--- src/rtl/csr_if.sv ---
// CSR access channel between the instruction decoder (master) and the CSR file (slave).
// Read data and the illegal flag are combinational responses within the same cycle.
interface csr_if #(
    parameter int XLEN = 64
);
    logic            csr_en;
    logic [11:0]     csr_idx;
    logic [5:0]      csr_info;
    logic [XLEN-1:0] csr_src;
    logic [4:0]      csr_zimm;
    logic [XLEN-1:0] csr_rdata;
    logic            csr_ilegl;

    modport master (
        output csr_en, csr_idx, csr_info, csr_src, csr_zimm,
        input  csr_rdata, csr_ilegl
    );

    modport slave (
        input  csr_en, csr_idx, csr_info, csr_src, csr_zimm,
        output csr_rdata, csr_ilegl
    );
endinterface

--- src/rtl/csr_regfile.sv ---
// Machine-mode CSR file for a single-cycle RV64 core: Zicsr read-modify-write, trap entry,
// mret and the mcycle/minstret counters. Reads and redirect are combinational.
module csr_regfile #(
    parameter int              XLEN        = 64,
    parameter logic [XLEN-1:0] MTVEC_RESET = 64'h0000_0000_8000_0000,
    parameter logic [XLEN-1:0] HART_ID     = '0,
    parameter logic [XLEN-1:0] MISA_VAL    = 64'h8000_0000_0000_0100
) (
    input  logic            clk,
    input  logic            rst,
    csr_if.slave            csr,
    input  logic            ecall_i,
    input  logic            ebreak_i,
    input  logic            mret_i,
    input  logic            ilegl_instr_i,
    input  logic [XLEN-1:0] pc_i,
    input  logic [31:0]     instr_i,
    input  logic            retire_i,
    output logic            redirect_o,
    output logic [XLEN-1:0] redirect_pc_o
);
    localparam logic [XLEN-1:0] MIE_MASK = XLEN'(12'h888);

    logic            mst_mie_q,  mst_mie_d;
    logic            mst_mpie_q, mst_mpie_d;
    logic [XLEN-1:0] mie_q,      mie_d;
    logic [XLEN-1:0] mtvec_q,    mtvec_d;
    logic [XLEN-1:0] mscratch_q, mscratch_d;
    logic [XLEN-1:0] mepc_q,     mepc_d;
    logic [XLEN-1:0] mcause_q,   mcause_d;
    logic [XLEN-1:0] mtval_q,    mtval_d;
    logic [XLEN-1:0] mcycle_q,   mcycle_d;
    logic [XLEN-1:0] minstret_q, minstret_d;

    logic            imm_form, set_form, clr_form, wr_attempt, implemented;
    logic            csr_wr, trap, illegal_trap;
    logic [XLEN-1:0] operand, old_val, new_val, mstatus_rd, cause, tval;

    // Decode, old-value mux and the read-modify-write result
    always_comb begin
        imm_form   = |csr.csr_info[2:0];
        set_form   = csr.csr_info[4] | csr.csr_info[1];
        clr_form   = csr.csr_info[3] | csr.csr_info[0];
        operand    = imm_form ? {{(XLEN-5){1'b0}}, csr.csr_zimm} : csr.csr_src;
        // Set/clear forms with rs1=x0 (or zimm=0) are pure reads.
        wr_attempt = csr.csr_info[5] | csr.csr_info[2]
                   | ((set_form | clr_form) & (csr.csr_zimm != 5'd0));

        mstatus_rd        = '0;
        mstatus_rd[12:11] = 2'b11;
        mstatus_rd[7]     = mst_mpie_q;
        mstatus_rd[3]     = mst_mie_q;

        implemented = 1'b1;
        old_val     = '0;
        case (csr.csr_idx)
            12'h300: old_val = mstatus_rd;
            12'h301: old_val = MISA_VAL;
            12'h304: old_val = mie_q;
            12'h305: old_val = mtvec_q;
            12'h340: old_val = mscratch_q;
            12'h341: old_val = mepc_q;
            12'h342: old_val = mcause_q;
            12'h343: old_val = mtval_q;
            12'h344: old_val = '0;
            12'hB00: old_val = mcycle_q;
            12'hB02: old_val = minstret_q;
            12'hC00: old_val = mcycle_q;
            12'hC02: old_val = minstret_q;
            12'hF14: old_val = HART_ID;
            default: implemented = 1'b0;
        endcase

        if (set_form)      new_val = old_val | operand;
        else if (clr_form) new_val = old_val & ~operand;
        else               new_val = operand;

        csr.csr_ilegl = csr.csr_en
                      & (~implemented | (wr_attempt & (csr.csr_idx[11:10] == 2'b11)));
        csr.csr_rdata = csr.csr_en ? old_val : '0;

        illegal_trap = ilegl_instr_i | csr.csr_ilegl;
        trap         = illegal_trap | ebreak_i | ecall_i;
        if (illegal_trap) begin
            cause = XLEN'(2);
            tval  = {{(XLEN-32){1'b0}}, instr_i};
        end else if (ebreak_i) begin
            cause = XLEN'(3);
            tval  = pc_i;
        end else begin
            cause = XLEN'(11);
            tval  = '0;
        end

        csr_wr = csr.csr_en & wr_attempt & ~csr.csr_ilegl & ~trap;

        redirect_o    = trap | mret_i;
        redirect_pc_o = trap ? mtvec_q : (mret_i ? mepc_q : '0);
    end

    // Next state: later assignments take priority (trap > mret > write > increment)
    always_comb begin
        mst_mie_d  = mst_mie_q;
        mst_mpie_d = mst_mpie_q;
        mie_d      = mie_q;
        mtvec_d    = mtvec_q;
        mscratch_d = mscratch_q;
        mepc_d     = mepc_q;
        mcause_d   = mcause_q;
        mtval_d    = mtval_q;
        mcycle_d   = mcycle_q + XLEN'(1);
        minstret_d = minstret_q + XLEN'(retire_i & ~trap);

        if (csr_wr) begin
            case (csr.csr_idx)
                12'h300: begin
                    mst_mie_d  = new_val[3];
                    mst_mpie_d = new_val[7];
                end
                12'h304: mie_d      = new_val & MIE_MASK;
                12'h305: mtvec_d    = {new_val[XLEN-1:2], 2'b00};
                12'h340: mscratch_d = new_val;
                12'h341: mepc_d     = {new_val[XLEN-1:2], 2'b00};
                12'h342: mcause_d   = new_val;
                12'h343: mtval_d    = new_val;
                12'hB00: mcycle_d   = new_val;
                12'hB02: minstret_d = new_val;
                default: ;
            endcase
        end

        if (mret_i && !trap) begin
            mst_mie_d  = mst_mpie_q;
            mst_mpie_d = 1'b1;
        end

        if (trap) begin
            mepc_d     = pc_i;
            mcause_d   = cause;
            mtval_d    = tval;
            mst_mpie_d = mst_mie_q;
            mst_mie_d  = 1'b0;
        end
    end

    always_ff @(posedge clk) begin
        if (rst) begin
            mst_mie_q  <= 1'b0;
            mst_mpie_q <= 1'b0;
            mie_q      <= '0;
            mtvec_q    <= MTVEC_RESET;
            mscratch_q <= '0;
            mepc_q     <= '0;
            mcause_q   <= '0;
            mtval_q    <= '0;
            mcycle_q   <= '0;
            minstret_q <= '0;
        end else begin
            mst_mie_q  <= mst_mie_d;
            mst_mpie_q <= mst_mpie_d;
            mie_q      <= mie_d;
            mtvec_q    <= mtvec_d;
            mscratch_q <= mscratch_d;
            mepc_q     <= mepc_d;
            mcause_q   <= mcause_d;
            mtval_q    <= mtval_d;
            mcycle_q   <= mcycle_d;
            minstret_q <= minstret_d;
        end
    end
endmodule

--- src/flat_wrapper.sv ---
// flat-port wrapper written by rule: the top's interface ports become plain ports
module csr_regfile_flat 
#(
    parameter int              XLEN        = 64,
    parameter logic [XLEN-1:0] MTVEC_RESET = 64'h0000_0000_8000_0000,
    parameter logic [XLEN-1:0] HART_ID     = '0,
    parameter logic [XLEN-1:0] MISA_VAL    = 64'h8000_0000_0000_0100
)
  (clk, rst, ecall_i, ebreak_i, mret_i, ilegl_instr_i, pc_i, instr_i, retire_i, redirect_o, redirect_pc_o, csr_csr_en, csr_csr_idx, csr_csr_info, csr_csr_src, csr_csr_zimm, csr_csr_rdata, csr_csr_ilegl);
  csr_if #(.XLEN(XLEN)) csr_i ();
  input  logic clk;
  input  logic rst;
  input  logic ecall_i;
  input  logic ebreak_i;
  input  logic mret_i;
  input  logic ilegl_instr_i;
  input  logic [XLEN-1:0] pc_i;
  input  logic [31:0] instr_i;
  input  logic retire_i;
  output logic redirect_o;
  output logic [XLEN-1:0] redirect_pc_o;
  input wire logic [$bits(csr_i.csr_en)-1:0] csr_csr_en;
  input wire logic [$bits(csr_i.csr_idx)-1:0] csr_csr_idx;
  input wire logic [$bits(csr_i.csr_info)-1:0] csr_csr_info;
  input wire logic [$bits(csr_i.csr_src)-1:0] csr_csr_src;
  input wire logic [$bits(csr_i.csr_zimm)-1:0] csr_csr_zimm;
  output wire logic [$bits(csr_i.csr_rdata)-1:0] csr_csr_rdata;
  output wire logic [$bits(csr_i.csr_ilegl)-1:0] csr_csr_ilegl;
  assign csr_i.csr_en = csr_csr_en;
  assign csr_i.csr_idx = csr_csr_idx;
  assign csr_i.csr_info = csr_csr_info;
  assign csr_i.csr_src = csr_csr_src;
  assign csr_i.csr_zimm = csr_csr_zimm;
  assign csr_csr_rdata = csr_i.csr_rdata;
  assign csr_csr_ilegl = csr_i.csr_ilegl;
  csr_regfile #(.XLEN(XLEN), .MTVEC_RESET(MTVEC_RESET), .HART_ID(HART_ID), .MISA_VAL(MISA_VAL)) u_core (.clk(clk), .rst(rst), .csr(csr_i), .ecall_i(ecall_i), .ebreak_i(ebreak_i), .mret_i(mret_i), .ilegl_instr_i(ilegl_instr_i), .pc_i(pc_i), .instr_i(instr_i), .retire_i(retire_i), .redirect_o(redirect_o), .redirect_pc_o(redirect_pc_o));
endmodule
--- config.mk ---
export PLATFORM = sky130hd
export DESIGN_NAME = csr_regfile_flat
export DESIGN_NICKNAME = d
export VERILOG_FILES = /design/src/rtl/csr_if.sv /design/src/rtl/csr_regfile.sv /design/src/flat_wrapper.sv
export SDC_FILE = /design/constraint.sdc
export NUM_CORES = 1
export LEC_CHECK = 0
export ABC_CLOCK_PERIOD_IN_PS = 6700
export CELL_PAD_IN_SITES_DETAIL_PLACEMENT = 2
export CELL_PAD_IN_SITES_GLOBAL_PLACEMENT = 2
export CORE_ASPECT_RATIO = 0.5
export CORE_MARGIN = 2
export CORE_UTILIZATION = 25
export CTS_CLUSTER_SIZE = 8
export DETAILED_ROUTE_END_ITERATION = 12
export GPL_TIMING_DRIVEN = 0
export MAX_ROUTING_LAYER = met4
export PLACE_DENSITY_LB_ADDON = 0.2
export SLEW_MARGIN = 25
export SYNTH_ARGS = -nofsm -noshare
export SYNTH_HDL_FRONTEND = slang
export SYNTH_SLANG_ARGS = --single-unit
export TNS_END_PERCENT = 50
--- constraint.sdc ---
create_clock -name clk -period 6.7 [get_ports clk]
set_clock_uncertainty 0.1 [all_clocks]
set_input_delay 0.67 -clock clk [delete_from_list [all_inputs] [get_ports clk]]
set_output_delay 0.67 -clock clk [all_outputs]
set_load 0.05 [all_outputs]
---- After elaboration in Yosys (flattened, before gate mapping) ----
Index checks and enable logic that the tools add are counted.
cells by class
  eq/ne operators ......................... 15
  div/mod/pow operators ................... 0
  shifts and indexed selects .............. 0
  order comparisons ....................... 0
  bitwise logic cells ..................... 24
  reductions and logical operators ........ 24
  muxes and demuxes ....................... 32
  add/sub/neg operators ................... 2
  multipliers ............................. 0
operators with widths
  cell                                                    number
  two-way mux 64 bit                                      22
  case mux 64 bit (10 select lines)                       1
  equality test 12 x 10 -> 1 bit (second input constant)  9
  adder 64 x 1 -> 64 bit (second input constant)          1
  adder 64 bit                                            1
  AND 1 x 64 -> 64 bit                                    1
  AND 64 bit                                              1
  NOT 1 -> 64 bit                                         1
  NOT 64 bit                                              1
  bitwise OR 64 bit                                       1
  equality test 12 bit (second input constant)            5
  AND reduction 2 bit                                     8
  OR reduction 14 bit                                     1
  nonzero test 2 bit                                      6
  bitwise OR 1 bit                                        10
  two-way mux 1 bit                                       8
  AND 1 bit                                               6
  nonzero test 3 bit                                      2
  OR reduction 2 bit                                      3
  nonzero test 5 bit                                      1
  two-way mux 4 bit                                       1
  NOT 1 bit                                               3
  OR reduction 3 bit                                      1
  equality test 2 bit (second input constant)             1
  2 further kinds                                         2
storage, ports and cells
  memory bits (read-only) ................. 0
  latch bits .............................. 0
  register bits after elaboration ......... 451
  input port bits ......................... 191
  output and inout port bits .............. 130
  memories kept ........................... 0
  RAM bits ................................ 0

---- Logic depth before layout (Yosys ltp) ----
Gate-level depths: netlist of run 1.
  word-level depth ........................ 15
  gate-level depth with buffers ........... 18
  depth with buffers taken out ............ 13

---- Worst setup path before layout of run 1 ----
Ideal clock, no wire load.
  path kind ............................... input-to-reg
  start point ............................. input csr_csr_idx[11]
  end point ............................... register u_core.minstret_q[42]
  data required time ...................... 6.514 ns
  data arrival time ....................... 4.815 ns
  cell stages on the path ................. 17
  setup slack ............................. 1.700 ns
  path buffers ............................ 4
  path through ............................ and4bb_2 -> nand2_1 -> o221a_1 -> a211oi_2 -> buf_2 -> buf_2 -> buf_1 -> and2_1 -> ha_1 -> nand3_1 -> or4_1 -> clkbuf_1 -> nor2_1 -> nand2_1 -> or3_1 -> xnor2_1 -> a211oi_1
between the ends
  longest elaborated chain between the ends .. 14
  elaborated cells between the ends (all ways) .. 40
  those cells by class .................... add/sub (1); eq/ne (15); mux (6); bitwise (15); reduce/logical (3)
RTL lines
  element                                                       line                text
  start, declared                                               flat_wrapper.sv:23  input wire logic [$bits(csr_i.csr_idx)-1:0] csr_csr_idx;
  equality test 12 x 10 -> 1 bit, or another cell as far along  csr_regfile.sv:56   case (csr.csr_idx)
  OR reduction 14 bit (no line)                                 n/a
  two-way mux 1 bit                                             csr_regfile.sv:56
  NOT 1 bit                                                     csr_regfile.sv:79   & (~implemented | (wr_attempt & (csr.csr_idx[11:10] == 2'b11)));
  bitwise OR 1 bit                                              csr_regfile.sv:79
  AND 1 bit                                                     csr_regfile.sv:79
  bitwise OR 1 bit                                              csr_regfile.sv:82   illegal_trap = ilegl_instr_i | csr.csr_ilegl;
  bitwise OR 1 bit (2 in series)                                csr_regfile.sv:83   trap = illegal_trap | ebreak_i | ecall_i;
  NOT 1 -> 64 bit                                               csr_regfile.sv:112  minstret_d = minstret_q + XLEN'(retire_i & ~trap);
  AND 1 x 64 -> 64 bit                                          csr_regfile.sv:112
  adder 64 bit                                                  csr_regfile.sv:112
  two-way mux 64 bit                                            csr_regfile.sv:115  case (csr.csr_idx)
  two-way mux 64 bit *                                          csr_regfile.sv:114  if (csr_wr) begin
  end signal, assigned                                          csr_regfile.sv:168  minstret_q <= minstret_d;
  end, declared                                                 csr_regfile.sv:33   logic [XLEN-1:0] minstret_q, minstret_d;
Mark *: on every way between the ends. The rest lies on a longest branch, timed or not.
A chain may end at the register's enable or synchronous reset.

---- Worst setup path after layout of run 1 ----
  start point ............................. input csr_csr_idx[6]
  end point ............................... output redirect_pc_o[4]
between the ends
  longest elaborated chain between the ends .. 10
  elaborated cells between the ends (all ways) .. 23
  those cells by class .................... eq/ne (14); mux (2); bitwise (6); reduce/logical (1)
RTL lines
  element                                                                 line                text
  equality test 12 x 10 -> 1 bit or equality test 12 bit (tied branches)  csr_regfile.sv:56
  OR reduction 14 bit (no line) *                                         n/a
  two-way mux 1 bit *                                                     csr_regfile.sv:56
  NOT 1 bit *                                                             csr_regfile.sv:79
  bitwise OR 1 bit *                                                      csr_regfile.sv:79
  AND 1 bit *                                                             csr_regfile.sv:79
  bitwise OR 1 bit *                                                      csr_regfile.sv:82
  bitwise OR 1 bit * (2 in series)                                        csr_regfile.sv:83
  two-way mux 64 bit *                                                    csr_regfile.sv:98   redirect_pc_o = trap ? mtvec_q : (mret_i ? mepc_q : '0);
  end, declared                                                           flat_wrapper.sv:21  output logic [XLEN-1:0] redirect_pc_o;
Marks and branches as above.

==> impl_metrics.json, run 1 <==
{
  "portBuffers": 320,
  "status": "finished, final reports clean",
  "drt-total-wl_mm": 165,
  "die_w_um": 450,
  "path_class": "in2out",
  "crit_path_end_kind": "output port",
  "dieArea_mm2": 0.102,
  "grt_setup_unrepaired": "no",
  "num_rows": 81,
  "grtUsageTotal_pct": 32.5,
  "grt_pass1_wl_mm": 231,
  "synth.distinct_cells": 74,
  "synth_flop_cell": "dfxtp_1",
  "routed.top_layer": "met4",
  "multiInputGateArea_mm2": 0.0147,
  "ir_worst_vdd_mv": 0.175,
  "grt_max_degree": 11,
  "worstPathBufferInverterCount": 7,
  "cts.sinks": 451,
  "grt_antenna_before_repair": 11,
  "wl_met1_mm": 75.9,
  "hold_path.class": "reg2reg",
  "dp_cells": 5026,
  "wl_met3_mm": 10.5,
  "place_congestion": 1.00,
  "startpoint_type": "input port",
  "cp_top_family": "buffers and inverters",
  "min_period_over_period_pct": 97.7,
  "ys_seq_area_share_pct": 36.2,
  "drt_pre_antenna_iters": 5,
  "final_common_cell": "nand2_1",
  "cts_max_path_buffers": 3,
  "async_flop_share_pct": 0,
  "wl_per_cell_um": 32.4,
  "p_per_area_mw_per_mm2": 206,
  "crit_fanout": 10,
  "ys_warn_count": 0,
  "slew_violations": 0,
  "relSlewSlack_pct": 19.5,
  "tightestPinTransition_ns": 1.21,
  "stdcell_count": 5107,
  "cts_tree": "built",
  "ctsHoldBuffers": 0,
  "max_freq_ghz": 0.153,
  "setup_viol": 0,
  "final.min_clock_period_ns": 6.55,
  "dpl_worst_slack_ns": -1.82,
  "nets": 3966,
  "clk_pin_slew_ns": 0.06,
  "synth_edf_count": 0,
  "hold_violations": 0,
  "syn_nets": 3556,
  "cap_violations": 0,
  "worst_ep_arrival_time_ns": 5.78,
  "drive_above_1_share_pct": 6.06,
  "viasPerCell": 5.77,
  "dieHeight_um": 227,
  "netlist_top_cells_area": "dfxtp_1 36%, nand2_1 11%, nor2_1 5.7%",
  "power.leakage_nw": 11.0,
  "drtAntennaViolNets": 0,
  "synth_top_area_cell": "dfxtp_1",
  "num_vias": 29485,
  "syn_to_final_growth_pct": 28.3,
  "critPathSlowestCell": "clkdlybuf4s50_1",
  "cp.required_ns": 5.93,
  "syn_inst": 3362,
  "seq_area_mm2": 0.00903,
  "synth_top_area_share_pct": 36.2,
  "ios": 321,
  "initial_core_util_pct": 25.4,
  "htree_levels": 3,
  "wl_met2_mm": 73.7,
  "core_area_mm2": 0.0982,
  "final_util_pct": 32.6,
  "root_buffer": "clkbuf_16",
  "drt_iter0_drc": 2847,
  "synth_area_per_cell_um2": 7.41,
  "drc_errors": 0,
  "synth_area_mm2": 0.0249,
  "dp_hpwl_mm": 125,
  "grt_pass1_vias": 30303,
  "fill_cells": 11372,
  "path_cells": "clkdlybuf4s50_1 > buf_2 > inv_2 > o2111ai_1 > o31a_1 > a211oi_4 > buf_4 > buf_2 > buf_1 > nand3_1 > nand2_1 > clkdlybuf4s50_1",
  "grt_overflow_total": 0,
  "setup_ws_ns": 0.152,
  "holdWs_ns": 0.358,
  "mostFrequentLayoutCells": "709 x nand2_1, 451 x dfxtp_1, 376 x nor2_1, 320 x clkdlybuf4s50_1, 230 x a21oi_1",
  "cp_slowest_stage_delay_ns": 0.85,
  "ys_seq_elements": 451,
  "cts_buffers": 66,
  "insertion_delay_ns": 0.66
}
metal layers:
layer	global-route usage (%)	up-vias
met3	5.09	249
met1	43.4	15350
met2	50.3	1031
met4	10.1	0
met5	-	-
li1	-	12855
cell usage after synthesis (21+ instances only):
| cell type | count |
|---|---|
| nor3_1 | 76 |
| nand4_1 | 42 |
| nand3b_1 | 29 |
| o22ai_2 | 23 |
| and3_1 | 25 |
| a22oi_1 | 94 |
| o211ai_1 | 34 |
| o41ai_1 | 27 |
| nand2b_1 | 33 |
| a211oi_1 | 182 |
| a21oi_1 | 230 |
| buf_2 | 38 |
| mux2i_1 | 42 |
| a22o_1 | 56 |
| clkbuf_1 | 237 |
| xor2_1 | 58 |
| xnor2_1 | 66 |
| o21ai_0 | 31 |
| buf_1 | 23 |
| o22ai_1 | 89 |
| a311oi_1 | 30 |
| nand3_1 | 156 |
| nand2_1 | 710 |
| a221oi_1 | 33 |
| nor2_1 | 379 |
| dfxtp_1 | 451 |
| nor4_1 | 21 |
cells by family after synthesis:
| group | after synthesis | share of synthesized area [%] |
|---|---|---|
| xor gates and xnor gates | 124 | 4.36 |
| buffers and inverters | 317 | 5.06 |
| and+or+nand+nor | 1533 | 27.1 |
| AOI/OAI and AO/OA | 884 | 25.0 |
| adders and majority gates | 3 | 0.151 |
| muxes | 50 | 2.09 |
| DFF | 451 | 36.2 |
layout make-up:
cell class	count	area share (%)
Clock inverter	3	0.0783
Antenna cell	3	0.0235
Sequential cell	451	28.2
Buffer	300	3.90
Clock buffer	69	5.40
Inverter	16	0.188
Tap cell	1328	5.20
Timing Repair Buffer	343	10.9
Multi-Input combinational cell	2594	46.1
per-stage QoR:
stage	cell area (µm²)	power (mW)	setup TNS, ns
after floorplan	24900	3.08	0
after global placement	29800	3.44	-154.49
after detailed placement	30100	3.47	-64.55
after CTS	31900	6.62	0
after global routing	32000	6.77	0
final	32000	6.60	0
state kept, by name, indices dropped and copies added (netlist names):
signal             flops
u_core.mcycle_q       64
u_core.mtvec_q        62
u_core.mscratch_q     64
u_core.mst_mpie_q      1
u_core.mst_mie_q       1
u_core.mepc_q         64
u_core.mcause_q       64
u_core.mtval_q        64
u_core.minstret_q     64
u_core.mie_q           3
final timing paths:
check	startpoint	end	slack, ns	cells past startpoint
worst max-delay path	csr_csr_idx[6]	redirect_pc_o[4]	0.15	12
worst min-delay path	u_core.mscratch_q[62]	u_core.mscratch_q[62]	0.36	2
worst max register to register	u_core.mcycle_q[14]	u_core.mcycle_q[62]	3.04	8
worst min register to register	u_core.mscratch_q[62]	u_core.mscratch_q[62]	0.36	2
worst reg2reg max path, delay by kind of cell, from the launching register on:
kind / cells / cell delay, ns
buf+inv: 1 / 0.30
simple gates: 5 / 2.46
compound gates: 1 / 0.24
xor+xnor: 1 / 0.17
flops: 1 / 0.31
repair_timing:
item                                    4_1_cts  5_1_grt
endpoints found under the hold margin         0        0
setup buffers                                 3        4
pin swaps                                     2        2
endpoints found under the setup margin       70       38
resized for setup                            13        1
gates cloned                                  0        0
power by group:
| part | leakage (nW) | internal, mW | total, mW | switching [mW] |
|---|---|---|---|---|
| combinational | 6.45 | 0.220 | 0.659 | 0.438 |
| clock | 0.860 | 1.81 | 3.17 | 1.37 |
| sequential | 3.66 | 2.73 | 2.77 | 0.0361 |
Note: power is estimated with default switching activity, not from simulation.
==> run 2, diff against run 1 <==
DONT_BUFFER_PORTS = 1   (was not set)
==> run 2 against run 1 <==
  * First-iteration DRC count is 6.4% lower
  * Register-to-register slack worse by 0.05 ns
  * Combinational power is 23% lower
  * Die area stayed put
  * Utilization is 3.4 points lower
  * Sequential share of layout area is 3.2 points higher
  * Critical path depth is 4 higher
  * Design area is 10% lower
  * Via count is 3.4% lower
  * Clock power is 2% higher
  * Critical path type is now in2reg
==> impl_metrics.json, run 2 (same netlist as run 1, synthesis figures left out) <==
{
  "status": "finished, final reports clean",
  "num_rows": 81,
  "wl_met1_mm": 74.2,
  "htree_levels": 3,
  "die_w_um": 450,
  "cap_violations": 0,
  "min_period_over_period_pct": 97.5,
  "grt_pass1_vias": 29158,
  "seq_area_mm2": 0.00903,
  "sw_frac_of_total_pct": 28.3,
  "cp_slowest_stage_delay_ns": 0.65,
  "comb_power_share_pct": 7.8,
  "critPathSlowestCell": "buf_2",
  "startpoint_type": "input port",
  "drt_pre_antenna_iters": 5,
  "crit_fanout": 19,
  "worstPathBufferInverterCount": 3,
  "multiInputGateArea_mm2": 0.0147,
  "clock_power_share_pct": 49.6,
  "hold_violations": 0,
  "wl_met2_mm": 73.5,
  "drc_errors": 0,
  "drive_above_1_share_pct": 6.46,
  "mostFrequentLayoutCells": "710 x nand2_1, 451 x dfxtp_1, 374 x nor2_1, 230 x a21oi_1, 214 x clkbuf_1",
  "wl_per_cell_um": 34.1,
  "ir_worst_vdd_mv": 0.173,
  "hold_path.class": "in2reg",
  "crit_path_end_kind": "flip-flop",
  "path_class": "in2reg",
  "p_sw_mw": 1.83,
  "dieHeight_um": 227,
  "drt_iter0_drc": 2666,
  "setup_viol": 0,
  "cp_top_family": "simple AND/OR/NAND/NOR gates",
  "p_int_mw": 4.66,
  "portBuffers": 0,
  "viasPerCell": 5.95,
  "grtUsageTotal_pct": 32.0,
  "tns_ns": 0,
  "grt_overflow_total": 0,
  "dp_hpwl_mm": 123,
  "cts_setup_buffers": 0,
  "drtAntennaViolNets": 0,
  "ios": 321,
  "max_freq_ghz": 0.153,
  "power.leakage_nw": 9.71,
  "root_buffer": "clkbuf_16",
  "worst_ep_arrival_time_ns": 7.01,
  "drt-total-wl_mm": 163,
  "initial_core_util_pct": 25.4,
  "grt_antenna_before_repair": 14,
  "grt_pass1_wl_mm": 227,
  "p_per_area_mw_per_mm2": 226,
  "final_util_pct": 29.2,
  "insertion_delay_ns": 0.66,
  "power_frac_seq_pct": 42.6,
  "final_common_cell": "nand2_1",
  "num_vias": 28482,
  "place_congestion": 0.972,
  "slew_violations": 0,
  "cts_tree": "built",
  "cts_max_path_buffers": 3,
  "core_area_mm2": 0.0982,
  "clk_pin_slew_ns": 0.07,
  "nets": 3637,
  "dieArea_mm2": 0.102,
  "grt_setup_unrepaired": "no",
  "grt_max_degree": 20,
  "tightestPinTransition_ns": 1.20,
  "fill_cells": 11452,
  "routed.top_layer": "met4",
  "cts_buffers": 66,
  "relSlewSlack_pct": 20.3,
  "cp.required_ns": 7.17,
  "path_cells": "nor3_4 > nand2_1 > o221a_1 > a211oi_2 > buf_2 > buf_2 > and2_1 > ha_1 > nand3_1 > or4_1 > clkbuf_1 > nor2_4 > nand2_1 > or3_1 > xnor2_1 > a211oi_1",
  "wl_met3_mm": 9.85,
  "final.min_clock_period_ns": 6.54,
  "cts.sinks": 451,
  "syn_to_final_growth_pct": 15.1
}
==> run 2: changes by cell type in the layout (fill, tap and decap cells not counted), moves of 2 or more <==
cell,previous run,this run
clkdlybuf4s50_1,320,0
diode_2,3,12
buf_4,12,5
buf_2,44,48
a31oi_1,7,4
a31oi_2,1,4
buf_6,9,6
nor2_1,376,374
nor2_2,2,4
nor4_4,6,4
nor4b_1,3,5
nor4b_2,2,0
==> run 2: path summary, 6_finish.rpt <==
check                            from                     to  slack [ns]  cells after the start
hold reg to reg   u_core.mcause_q[61]    u_core.mcause_q[61]        0.36                      2
setup / recovery       csr_csr_idx[7]  u_core.minstret_q[42]        0.16                     16
setup reg to reg  u_core.mcycle_q[14]    u_core.mcycle_q[62]        2.99                      8
hold / removal               pc_i[11]      u_core.mepc_q[11]        0.05                      2
==> run 2: layout make-up <==
type	instances	share of cell area (%)
Inverter	16	0.209
Multi-Input combinational cell	2594	51.3
Tap cell	1328	5.79
Sequential cell	451	31.5
Antenna cell	12	0.105
Timing Repair Buffer	14	0.589
Buffer	300	4.31
Clock inverter	6	0.236
Clock buffer	69	5.98
==> run 2: per-stage QoR <==
step | worst slack (ns) | hold WS, ns | power (mW) | instance area, µm² | cells
after floorplan | 1.70 | 0.328 | 3.08 | 24900 | 3362
after global placement | -2.34 | 0.336 | 3.30 | 26600 | 4690
after detailed placement | -1.01 | 0.349 | 3.32 | 26900 | 4704
after CTS | 0.389 | 0.0191 | 6.50 | 28600 | 4778
after global routing | 0.137 | 0.0454 | 6.65 | 28700 | 4787
final | 0.164 | 0.0482 | 6.49 | 28700 | 4790
==> run 2: power by group through the flow <==
stage	Combinational (mW)	Sequential, mW	Clock (mW)
finish	0.508	2.77	3.22
floorplan	0.268	2.81	0
detailed placement	0.496	2.82	0
global placement	0.477	2.82	0
CTS	0.498	2.76	3.24
global route	0.528	2.77	3.35
==> run 2: timing repair <==
action | in CTS | in global routing
endpoints found under the setup margin | 8 | 0
gates resized for setup | 1 | 0
hold buffers | 0 | 0
==> run 2: worst reg2reg max path, stage by stage (launching register included) <==
cell,delay [ns]
dfxtp_1,0.30
clkbuf_1,0.28
nand4_1,0.25
nor3_1,0.67
nand3_1,0.72
nor2_1,0.70
nand4_1,0.20
xor2_1,0.18
a211oi_1,0.24
==> run 2: routing by layer <==
metal  GRT usage, %  vias up
li1               -    12206
met1           41.9    15031
met2           49.7      979
met3           5.38      266
met4           11.8        0
met5              -        -
==> run 3, diff against run 2 <==
ABC_AREA = 1   (was not set)
CORE_ASPECT_RATIO = not set   (was 0.5)
CTS_BUF_LIST = sky130_fd_sc_hd__clkbuf_8   (was not set)
==> run 3 against run 2 <==
  * The run now ends with negative setup slack left
  * Utilization rose by 0.99 points
  * Register-to-register slack got worse by 0.45 ns
  * Sequential power hardly changed
  * Combinational power increased by 26%
  * Routed wire length up 45%
  * Sequential cell count unchanged
  * Design area up 33%
  * First-iteration DRC count grew 20%
  * Critical path type unchanged
  * Largest cell class unchanged
==> impl_metrics.json, run 3 <==
{
  "status": "complete, but fails checks",
  "violations": "negative setup slack",
  "dieHeight_um": 361,
  "startpoint_type": "input port",
  "hold_path.class": "in2reg",
  "core_area_mm2": 0.126,
  "synth_edf_count": 0,
  "tns_ns": -0.298,
  "netlist_top_cells_area": "dfxtp_1 28%, nand2_1 24%, nor2_1 9.4%",
  "grtUsageTotal_pct": 36.6,
  "mostFrequentLayoutCells": "2,055 x nand2_1, 791 x nor2_1, 587 x inv_1, 451 x dfxtp_1, 373 x nand3_1",
  "synth_flop_cell": "dfxtp_1",
  "ff2ff_path_depth": 11,
  "cts.sinks": 451,
  "nets": 6072,
  "syn_to_final_growth_pct": 19.6,
  "grt_max_degree": 15,
  "synth.distinct_cells": 40,
  "syn_nets": 5853,
  "dp_cells": 7338,
  "tightestPinTransition_ns": 1.29,
  "drt_iter0_drc": 3201,
  "crit_fanout": 10,
  "ys_warn_count": 0,
  "fill_cells": 15824,
  "multiInputGateArea_mm2": 0.0197,
  "cts_setup_buffers": 0,
  "viasPerCell": 5.40,
  "grt_pass1_wl_mm": 328,
  "setup_viol": 3,
  "ios": 321,
  "final.min_clock_period_ns": 6.88,
  "num_rows": 130,
  "cts_max_path_buffers": 3,
  "crit_path_end_kind": "flip-flop",
  "synth_area_per_cell_um2": 5.62,
  "grt_pass1_vias": 42724,
  "seq_area_mm2": 0.00903,
  "grt_overflow_total": 0,
  "worst_ep_arrival_time_ns": 7.59,
  "setup_ws_ns": -0.183,
  "final_common_cell": "nand2_1",
  "die_w_um": 361,
  "portBuffers": 0,
  "path_class": "in2reg",
  "yosys.cell_count.top_type": "nand2_1",
  "cts_buffers": 102,
  "drive_above_1_share_pct": 7.69,
  "insertion_delay_ns": 0.88,
  "ir_worst_vdd_mv": 0.138,
  "synth_top_area_cell": "dfxtp_1",
  "synth_common_cells": "2,057 x nand2_1, 796 x nor2_1, 543 x inv_1",
  "power.leakage_nw": 16.5,
  "grt_antenna_before_repair": 25,
  "ys_seq_elements": 451,
  "wl_per_cell_um": 31.1,
  "htree_levels": 3,
  "report.power.total_mw": 6.77,
  "ys_seq_area_share_pct": 28.4,
  "relSlewSlack_pct": 13.7,
  "dp_hpwl_mm": 190,
  "max_freq_ghz": 0.145,
  "syn_inst": 5659,
  "slew_violations": 0,
  "dieArea_mm2": 0.130,
  "hold_violations": 0,
  "async_flop_share_pct": 0,
  "clk_pin_slew_ns": 0.06,
  "drtAntennaViolNets": 0,
  "place_congestion": 1.04,
  "drt_pre_antenna_iters": 6,
  "min_period_over_period_pct": 103,
  "num_vias": 41240,
  "p_per_area_mw_per_mm2": 178,
  "initial_core_util_pct": 25.2,
  "cts_tree": "built",
  "hold_depth": 4,
  "drt-total-wl_mm": 237,
  "synth_top_area_share_pct": 28.4,
  "synth_area_mm2": 0.0318,
  "root_buffer": "clkbuf_8",
  "stdcell_count": 7640,
  "drc_errors": 0,
  "cap_violations": 0,
  "cp.required_ns": 7.40
}
-- run 3: cells by family after synthesis --
group / after synthesis / synth area share, %
compound gates: 746 / 12.7
xor+xnor: 121 / 3.33
fa+ha+maj: 3 / 0.118
buf+inv: 880 / 11.1
flops: 451 / 28.4
simple gates: 3458 / 44.3
-- run 3: final timing paths --
kind	end	slack, ns	from
worst max-delay path	u_core.minstret_q[48]	-0.18	csr_csr_idx[5]
worst min-delay path	u_core.mtval_q[26]	0.04	instr_i[26]
worst max register to register	u_core.minstret_q[61]	2.54	u_core.minstret_q[3]
worst min register to register	u_core.mcause_q[1]	0.36	u_core.mcause_q[1]
-- run 3: stage by stage --
| stage | hold WS, ns | util [%] | cell area, µm² | setup WS, ns |
|---|---|---|---|---|
| CTS | 0.000556 | 30.1 | 37900 | 0.00414 |
| floorplan | 0.322 | - | 31800 | 2.68 |
| finish | 0.0426 | 30.2 | 38000 | -0.183 |
| global route | 0.0263 | 30.2 | 38000 | -0.00742 |
| detailed placement | 0.353 | 27.8 | 35000 | -1.37 |
| global placement | 0.344 | 26.9 | 33800 | -1.23 |
-- run 3: repair_timing --
| action | 4_1_cts | 5_1_grt |
|---|---|---|
| setup endpoints to repair | 7 | 9 |
| hold endpoints to repair | 113 | 0 |
| hold buffers | 85 | 0 |
| gates resized for setup | 8 | 2 |
-- run 3: worst max-delay path, cell delays in order --
cell and delay, ns:
nor2_1 0.16, nand2_1 0.17, nor2_2 0.20, nand2_2 0.30, nand3_1 0.21, nor2_1 0.07
nand3_2 0.14, nand3_2 0.31, nor2_2 0.23, nand2_2 0.46, buf_4 0.50, buf_2 0.28
nor2_1 0.34, ha_1 0.23, nand2_1 0.08, nor2_1 0.48, inv_1 0.34, nor2_2 0.42
nand2_1 0.39, nor2_1 0.50, nand3_1 0.39, xor2_1 0.31, nand2_1 0.07, nand2_1 0.10
nand2_1 0.05, a21oi_1 0.12
-- run 3: power breakdown --
part	leakage, nW	internal [mW]	switching [mW]	total, mW
combinational	11.7	0.159	0.481	0.640
sequential	3.66	2.73	0.0426	2.77
clock	1.21	1.75	1.60	3.35
total	16.5	4.65	2.12	6.77
-- run 3: per-layer routing --
layer	vias to the layer above	GRT usage [%]	part of all wire (%)	wire [µm]
li1	18331	-	-	-
met1	21004	45.7	43	102000
met2	1484	58.0	46	108000
met3	421	6.27	6.7	15900
met4	0	15.4	4.8	11300
met5	-	-	0	0
-- run 3: cell type report --
type	count	share of cell area, %
Timing Repair Buffer	115	4.09
Multi-Input combinational cell	4328	51.7
Inverter	560	5.53
Buffer	320	3.93
Clock buffer	129	4.67
Tap cell	1650	5.43
Clock inverter	53	0.681
Antenna cell	34	0.224
Sequential cell	451	23.7
